==> config.mk <==
export PLATFORM = sky130hd
export DESIGN_NAME = exu_bjp_resolve
export DESIGN_NICKNAME = d
export VERILOG_FILES = /design/src/rtl/exu_bjp_resolve.sv
export SDC_FILE = /design/constraint.sdc
export NUM_CORES = 1
export LEC_CHECK = 0
export CAP_MARGIN = 20
export CORE_MARGIN = 8
export CORE_UTILIZATION = 56
export DETAILED_ROUTE_END_ITERATION = 8
export GPL_TIMING_DRIVEN = 0
export PLACE_DENSITY = 0.89
export REMOVE_ABC_BUFFERS = 1
export SETUP_SLACK_MARGIN = 0.3
export SLEW_MARGIN = 20
export SYNTH_ARGS = -nofsm -noshare
export SYNTH_HDL_FRONTEND = slang
export SYNTH_SLANG_ARGS = --single-unit
export TNS_END_PERCENT = 30
==> constraint.sdc <==
create_clock -name clk -period 7.2 [get_ports clk]
set_input_delay 0.72 -clock clk [delete_from_list [all_inputs] [get_ports clk]]
set_output_delay 0.72 -clock clk [all_outputs]
set_load 0.01 [all_outputs]
==> src/rtl/exu_bjp_resolve.sv <==
// Resolves branch/jump outcome and target against the IFU prediction; optional perf counters under EXU_BJP_PERF_EN.
// Latency: results and flush request registered one cycle after accept. Backpressure: i_ready drops while a redirect
// is outstanding or an undrained result is held (o_valid & ~o_ready).
module exu_bjp_resolve #(
    parameter int XLEN_W     = 32,
    parameter int PC_W       = 32,
    parameter int PERF_CNT_W = 32
) (
    input  logic              clk,
    input  logic              rst_n,
    input  logic              i_valid,
    output logic              i_ready,
    input  logic              i_jal,
    input  logic              i_jalr,
    input  logic              i_bxx,
    input  logic [2:0]        i_funct3,
    input  logic [PC_W-1:0]   i_pc,
    input  logic [XLEN_W-1:0] i_imm,
    input  logic [XLEN_W-1:0] i_rs1,
    input  logic [XLEN_W-1:0] i_rs2,
    input  logic              i_prdt_taken,
    input  logic [PC_W-1:0]   i_prdt_pc,
    output logic              o_valid,
    input  logic              o_ready,
    output logic              o_taken,
    output logic              o_mispred,
    output logic [XLEN_W-1:0] o_link,
    output logic              flush_req,
    input  logic              flush_ack,
`ifdef EXU_BJP_PERF_EN
    output logic [PERF_CNT_W-1:0] perf_bjp_cnt,
    output logic [PERF_CNT_W-1:0] perf_mispred_cnt,
`endif
    output logic [PC_W-1:0]   flush_pc
);

    typedef enum logic {
        ST_IDLE  = 1'b0,
        ST_FLUSH = 1'b1
    } state_e;

    state_e              state_q, state_d;
    logic                o_valid_q, o_valid_d;
    logic                o_taken_q, o_taken_d;
    logic                o_mispred_q, o_mispred_d;
    logic [XLEN_W-1:0]   o_link_q, o_link_d;
    logic                flush_req_q, flush_req_d;
    logic [PC_W-1:0]     flush_pc_q, flush_pc_d;

    logic                accept;
    logic                is_jal, is_jalr, is_bxx;
    logic                bxx_taken, taken, mispred;
    logic [PC_W-1:0]     imm_pc, pc_plus4, pc_target, jalr_sum, target;

    // One-hot violations resolve with jal > jalr > bxx priority.
    assign is_jal  = i_jal;
    assign is_jalr = i_jalr & ~i_jal;
    assign is_bxx  = i_bxx & ~i_jal & ~i_jalr;

    assign imm_pc    = PC_W'($signed(i_imm));
    assign pc_plus4  = i_pc + PC_W'(4);
    assign pc_target = i_pc + imm_pc;
    assign jalr_sum  = PC_W'(i_rs1) + imm_pc;

    always_comb begin
        bxx_taken = 1'b0;
        case (i_funct3)
            3'b000:  bxx_taken = (i_rs1 == i_rs2);
            3'b001:  bxx_taken = (i_rs1 != i_rs2);
            3'b100:  bxx_taken = ($signed(i_rs1) <  $signed(i_rs2));
            3'b101:  bxx_taken = ($signed(i_rs1) >= $signed(i_rs2));
            3'b110:  bxx_taken = (i_rs1 <  i_rs2);
            3'b111:  bxx_taken = (i_rs1 >= i_rs2);
            default: bxx_taken = 1'b0;
        endcase
    end

    always_comb begin
        taken  = is_jal | is_jalr | (is_bxx & bxx_taken);
        target = is_jalr ? {jalr_sum[PC_W-1:1], 1'b0} : pc_target;
        // An op with no type bits set never redirects, whatever IFU predicted.
        mispred = (is_jal | is_jalr | is_bxx) &
                  ((taken != i_prdt_taken) | (taken & (target != i_prdt_pc)));
    end

    assign i_ready = (state_q == ST_IDLE) & (~o_valid_q | o_ready);
    assign accept  = i_valid & i_ready;

    always_comb begin
        state_d     = state_q;
        o_valid_d   = o_valid_q;
        o_taken_d   = o_taken_q;
        o_mispred_d = o_mispred_q;
        o_link_d    = o_link_q;
        flush_req_d = flush_req_q;
        flush_pc_d  = flush_pc_q;

        if (accept) begin
            o_valid_d   = 1'b1;
            o_taken_d   = taken;
            o_mispred_d = mispred;
            o_link_d    = XLEN_W'(pc_plus4);
        end else if (o_ready) begin
            o_valid_d   = 1'b0;
        end

        case (state_q)
            ST_IDLE: begin
                if (accept && mispred) begin
                    state_d     = ST_FLUSH;
                    flush_req_d = 1'b1;
                    flush_pc_d  = taken ? target : pc_plus4;
                end
            end
            ST_FLUSH: begin
                if (flush_ack && flush_req_q) begin
                    state_d     = ST_IDLE;
                    flush_req_d = 1'b0;
                end
            end
            default: state_d = ST_IDLE;
        endcase
    end

    always_ff @(posedge clk) begin
        if (!rst_n) begin
            state_q     <= ST_IDLE;
            o_valid_q   <= 1'b0;
            o_taken_q   <= 1'b0;
            o_mispred_q <= 1'b0;
            o_link_q    <= '0;
            flush_req_q <= 1'b0;
            flush_pc_q  <= '0;
        end else begin
            state_q     <= state_d;
            o_valid_q   <= o_valid_d;
            o_taken_q   <= o_taken_d;
            o_mispred_q <= o_mispred_d;
            o_link_q    <= o_link_d;
            flush_req_q <= flush_req_d;
            flush_pc_q  <= flush_pc_d;
        end
    end

    assign o_valid   = o_valid_q;
    assign o_taken   = o_taken_q;
    assign o_mispred = o_mispred_q;
    assign o_link    = o_link_q;
    assign flush_req = flush_req_q;
    assign flush_pc  = flush_pc_q;

`ifdef EXU_BJP_PERF_EN
    logic [PERF_CNT_W-1:0] perf_bjp_cnt_q, perf_bjp_cnt_d;
    logic [PERF_CNT_W-1:0] perf_mispred_cnt_q, perf_mispred_cnt_d;

    always_comb begin
        perf_bjp_cnt_d     = perf_bjp_cnt_q;
        perf_mispred_cnt_d = perf_mispred_cnt_q;
        if (accept) begin
            perf_bjp_cnt_d = perf_bjp_cnt_q + PERF_CNT_W'(1);
            if (mispred) begin
                perf_mispred_cnt_d = perf_mispred_cnt_q + PERF_CNT_W'(1);
            end
        end
    end

    always_ff @(posedge clk) begin
        if (!rst_n) begin
            perf_bjp_cnt_q     <= '0;
            perf_mispred_cnt_q <= '0;
        end else begin
            perf_bjp_cnt_q     <= perf_bjp_cnt_d;
            perf_mispred_cnt_q <= perf_mispred_cnt_d;
        end
    end

    assign perf_bjp_cnt     = perf_bjp_cnt_q;
    assign perf_mispred_cnt = perf_mispred_cnt_q;
`endif

endmodule

Yosys cells after proc, flatten, opt, wreduce, memory -nomap -nowiden
Index checks and enable logic that the tools add are counted.
{"block": "classes", "n_addsub": 3, "mul": 0, "n_div": 0, "magnitude_cmp": 4, "n_eq_ne": 11, "shift": 0, "mux": 11, "bitwise_logic": 17, "n_reduce_logical": 6}
{"op": "$add 32x32->32", "n": 2}
{"op": "$ge 32x32->1", "n": 2}
{"op": "$lt 32x32->1", "n": 2}
{"op": "$mux 32", "n": 2}
{"op": "$ne 32x32->1", "n": 2}
{"op": "$add 32x3->32 const B", "n": 1}
{"op": "$eq 32x32->1", "n": 1}
{"op": "$eq 3x3->1 const B", "n": 4}
{"op": "$and 1x1->1", "n": 8}
{"op": "$mux 1", "n": 6}
{"op": "$pmux 1 s6", "n": 1}
{"op": "$or 1x1->1", "n": 5}
{"op": "$ne 2x1->1 const B", "n": 2}
{"op": "$not 1->1", "n": 4}
{"op": "$pmux 1 s2", "n": 2}
{"op": "$reduce_and 2->1", "n": 2}
{"op": "$eq 3x1->1 const B", "n": 1}
{"op": "$logic_not 3->1", "n": 1}
{"op": "$logic_and 1x1->1", "n": 2}
{"op": "$reduce_bool 2->1", "n": 1}
{"op": "$ne 1x1->1", "n": 1}
{"block": "word_totals", "register_bits": 69, "latch_bits": 0, "ramBits": 0, "rom_bits": 0, "inputBits": 172, "out_inout_bits": 69, "elab_cells": 59, "mem_count": 0}

Depth between registers and ports, before layout
{"block": "logic_depth", "ltp_word": 11, "mapped_depth": 16, "depth_no_buf": 13}

Worst setup path after synthesis
OpenSTA, ideal clock, no wires.
{"block": "synth_timing", "kind": "input to register", "start": "in i_pc[0]", "end": "reg flush_pc_q[26], in the netlist flush_pc[26]", "arrival_time_ps": 4584, "t_required_ps": 7078, "slack_ps": 2494, "cell_stages": 16, "n_path_buf": 3, "path_cell_list": "ha_1 > fa_1 > a21o_1 > a221o_1 > a221oi_4 > o21ai_4 > a21o_1 > a211o_1 > nor3_1 > o32ai_1 > or4_1 > clkbuf_1 > or3_1 > buf_6 > buf_6 > a311o_1"}
{"block": "synth_between", "elab_chain_cells": 8}
{"item": "from (decl)", "line": "17", "rtl": "input logic [PC_W-1:0] i_pc,"}
{"item": "$add 32x32->32", "line": "62", "rtl": "assign pc_target = i_pc + imm_pc;"}
{"item": "$mux 32", "line": "80", "rtl": "target = is_jalr ? {jalr_sum[PC_W-1:1], 1'b0} : pc_target;"}
{"item": "$ne 32x32->1", "line": "83", "rtl": "((taken != i_prdt_taken) | (taken & (target != i_prdt_pc)));"}
{"item": "$and 1x1->1", "line": "83"}
{"item": "$or 1x1->1", "line": "83"}
{"item": "$and 1x1->1", "line": "82", "rtl": "mispred = (is_jal | is_jalr | is_bxx) &"}
{"item": "$logic_and 1x1->1", "line": "109", "rtl": "if (accept && mispred) begin"}
{"item": "$reduce_and 2->1 (no line)"}
{"item": "to (signal assigned)", "line": "141", "rtl": "flush_pc_q <= flush_pc_d;"}
{"item": "to (decl)", "line": "48", "rtl": "logic [PC_W-1:0] flush_pc_q, flush_pc_d;"}
Several ways; a longest one is shown, not always the timed one.
A chain may end at the register's enable or synchronous reset.

Final worst setup path
{"block": "layout_timing", "start": "in i_imm[0]", "end": "reg flush_pc_q[9], in the netlist flush_pc[9]"}
{"block": "layout_between", "elab_chain_cells": 8}
{"item": "from (decl)", "line": "18", "rtl": "input logic [XLEN_W-1:0] i_imm,"}
{"item": "$add 32x32->32, on equally long branches", "line": "62, 63"}
{"item": "$mux 32 (*)", "line": "80"}
{"item": "$ne 32x32->1", "line": "83"}
{"item": "$and 1x1->1", "line": "83"}
{"item": "$or 1x1->1", "line": "83"}
{"item": "$and 1x1->1", "line": "82"}
{"item": "$logic_and 1x1->1", "line": "109"}
{"item": "$reduce_and 2->1 (no line)"}
Every way passes the cells marked *; elsewhere a longest branch is shown, timed or not.

==> results.yml <==
finish:
  layout_commonest_cell: "clkdlybuf4s50_1"
  n_fill_cell: 1444
  drive_above_1_share_pct: 5.162
  area_delta_synth_final_pct: 28.92
  fin_nets: 1774
  multi_input_area_sq_um: 8169
  final_cell_mix: "clkdlybuf4s50_1 (239), nand2_1 (119), ha_1 (94), nor2_1 (92), a21oi_1 (87)"
  design_area_sq_um: 12920
  layout.area.seq_sq_um: 1381
die:
  die_h_microns: 149.8
  die_x_microns: 149.8
  die_area_sq_um: 22440
  start_util_pct: 56.38
  coreArea_sq_um: 17780
  io-pin-count: 241
  rows: 49
worst_setup_path:
  required_ns: 7.41
  r2r_cells: 6
  rr_startpoint: "o_valid"
  worstSetupPathType: "primary input to flop"
  worstReg2RegEnd: "flush_pc[9]"
  start_kind: "primary input"
  reg2reg_setup_slack_ns: 4.61
  end_kind: "flop"
  arrival_ns: 6.85
  crit_fanout: 29
placed_design:
  placed_cell_area_sq_um: 12620
  gp_congestion: 0.9619
  place_hpwl_microns: 29670
  port_buffers: 240
timing:
  fin_skew_ns: 0.005460
  hold_ws_ns: 0.4589
  tns_ns: 0
  slew_headroom_pct: 31.04
  max_freq_ghz: 0.1504
  fin_crit_ns: 6.647
  setup_viol: 0
  rsz0062_at_grt: "no"
  drv_slew: 0
  hold_viol_final: 0
  worst_pin_slew_ns: 1.034
  period_share_pct: 92.32
detailed_routing:
  drc: 0
  detail-route-antenna-nets: 0
  vias: 11721
  wl_per_cell_microns: 21.45
  avgViaCountPerCell: 6.728
  wirelength_microns: 37370
  drt_iter0_drc: 908
  drtPass1Iterations: 5
pwr:
  pwr-share-seq_pct: 23.0
  intPower_uw: 1221
  ir_worst_vdd_mv: 0.1451
  p_switching_uw: 817.5
  sw_frac_of_total_pct: 40.11
  p_clk_share_pct: 22.1
  combPwrFrac_pct: 54.9
  p_leak_uw: 0.004910
  powerDensity_nw_per_um2: 157.7
worst_hold_path:
  whs_endpoint: "o_link[0]"
  holdCritPathClass: "flop to flop"
  min_from: "o_link[0]"
  hold_depth: 2
synthesis:
  synthesis.instances: 1331
  async_flop_share_pct: 0
  synthFlopType: "dfxtp_1"
  synth_area_sq_um: 10020
  synth_area_per_cell_sq_um: 7.531
  seq_area_frac_synth_pct: 13.78
  yosysWarnings: 0
  ys_types: 84
  synth-edff-count: 0
  ys_ff_latch: 69
grt:
  grtUsageMet3_pct: 7.046
  grt_pass1_wl_microns: 57560
  grtUsageTotal_pct: 31.87
  grt_pass1_vias: 11246
  grtUsageMet2_pct: 52.79
  gr-max-usage-layer: "met2"
  grt_antenna_before_repair: 1
  use_met1_pct: 37.64
  overflow: 0
  grt_max_degree: 45
clock_tree:
  cts.sinks: 69
  cts_tree: "yes"
  h-tree-depth: 3
  cts_resized: 0
  clock_latency_ns: 0.35
  post_cts_buffers: 0
  cts_hold_buf: 0
  cts-root-buf: "clkbuf_16"
  clk_pin_slew_ns: 0.06
  cts-buffers-inserted: 9
  clock_path_buffers: 2
status:
  status: "finished, final reports clean"
run:
  max-cap-violations: 0
==> synth_stat cells, types with 32 or more instances <==
master    instances  area, sq um
a21oi_1          87        435.4
nand2_1         120        450.4
o211ai_1         34        255.2
a211oi_1         38        285.3
inv_1            46        172.7
dfxtp_1          69         1381
nor2_1           94        352.8
nand3_1          44        220.2
o31ai_1          32        240.2
o21ai_0          49        245.2
xnor2_1          50        437.9
ha_1             94         1176
clkbuf_1         64        240.2
xor2_1           51        446.7
==> flip-flops by register name (all words and copies together), names as in the netlist <==
| name | count |
|---|---|
| o_link | 32 |
| state_q | 1 |
| o_taken | 1 |
| o_mispred | 1 |
| flush_pc | 32 |
| o_valid | 1 |
| flush_req | 1 |
==> cell type report <==
class                      count  area share, %
clock inverter                 4         0.3679
multi-input combinational   1130          63.22
tap                          229          2.217
timing repair buffer         250          20.23
clock buffer                  12          1.907
inverter                      46          1.336
antenna                        2        0.03873
sequential                    69          10.69
==> cell families after synthesis <==
| group | count (synthesis) | synth area share (%) |
|---|---|---|
| simple gates | 442 | 22.47 |
| fa+ha+maj | 96 | 12.13 |
| flops | 69 | 13.78 |
| xor+xnor | 105 | 9.749 |
| buf+inv | 132 | 5.243 |
| compound gates | 447 | 32.27 |
| mux | 40 | 4.357 |
==> per-stage QoR <==
step                      total power (uW)  instances  setup WS, ns  utilization, %
after floorplan                       1122       1245         1.372               -
after global placement                1528       1714        -2.082           69.51
after detailed placement              1568       1724        0.3580           70.99
after CTS                             2018       1740        0.6397           72.65
after global routing                  2141       1740        0.3548           72.65
final                                 2038       1742        0.5529           72.68
==> worst max-delay path: stages <==
cell and delay (ns):
clkdlybuf4s50_1 0.50, ha_1 0.28, fa_1 0.42, a21o_1 0.21
a221o_1 0.40, a221oi_4 0.54, o21ai_0 0.18, xor2_1 0.17
mux2i_1 0.29, xnor2_1 0.10, nor4_1 0.67, nand4bb_2 0.60
buf_16 0.37, or3_1 0.80, o311ai_0 0.57
==> worst max path at each step <==
| stage | startpoint | endpoint | slack (ns) |
|---|---|---|---|
| 5_1_grt | i_pc[0] | flush_pc[9] | 0.35 |
| 2_1_floorplan | i_jal | flush_pc[26] | 1.37 |
| 6_report | i_imm[0] | flush_pc[9] | 0.55 |
| 3_5_place_dp | i_imm[0] | flush_pc[4] | 0.36 |
| 3_3_place_gp | i_jalr | flush_pc[1] | -2.08 |
| 4_1_cts | i_imm[0] | flush_pc[9] | 0.64 |
==> routing by layer <==
| layer | wire [microns] | vias to the layer above | part of all wire, % |
|---|---|---|---|
| met3 | 3263 | 132 | 8.7 |
| met5 | 0 | - | 0 |
| met1 | 14770 | 5420 | 40 |
| li1 | - | 5496 | - |
| met2 | 17170 | 673 | 46 |
| met4 | 2159 | 0 | 5.8 |
==> power by group through the flow <==
stage | Clock (uW) | Combinational [uW] | Sequential [uW]
floorplan | 0 | 628 | 494
global placement | 0 | 1050 | 474
detailed placement | 0 | 1090 | 475
CTS | 446 | 1100 | 467
global route | 464 | 1200 | 474
finish | 451 | 1120 | 469
(Power assumes the default switching activity.)
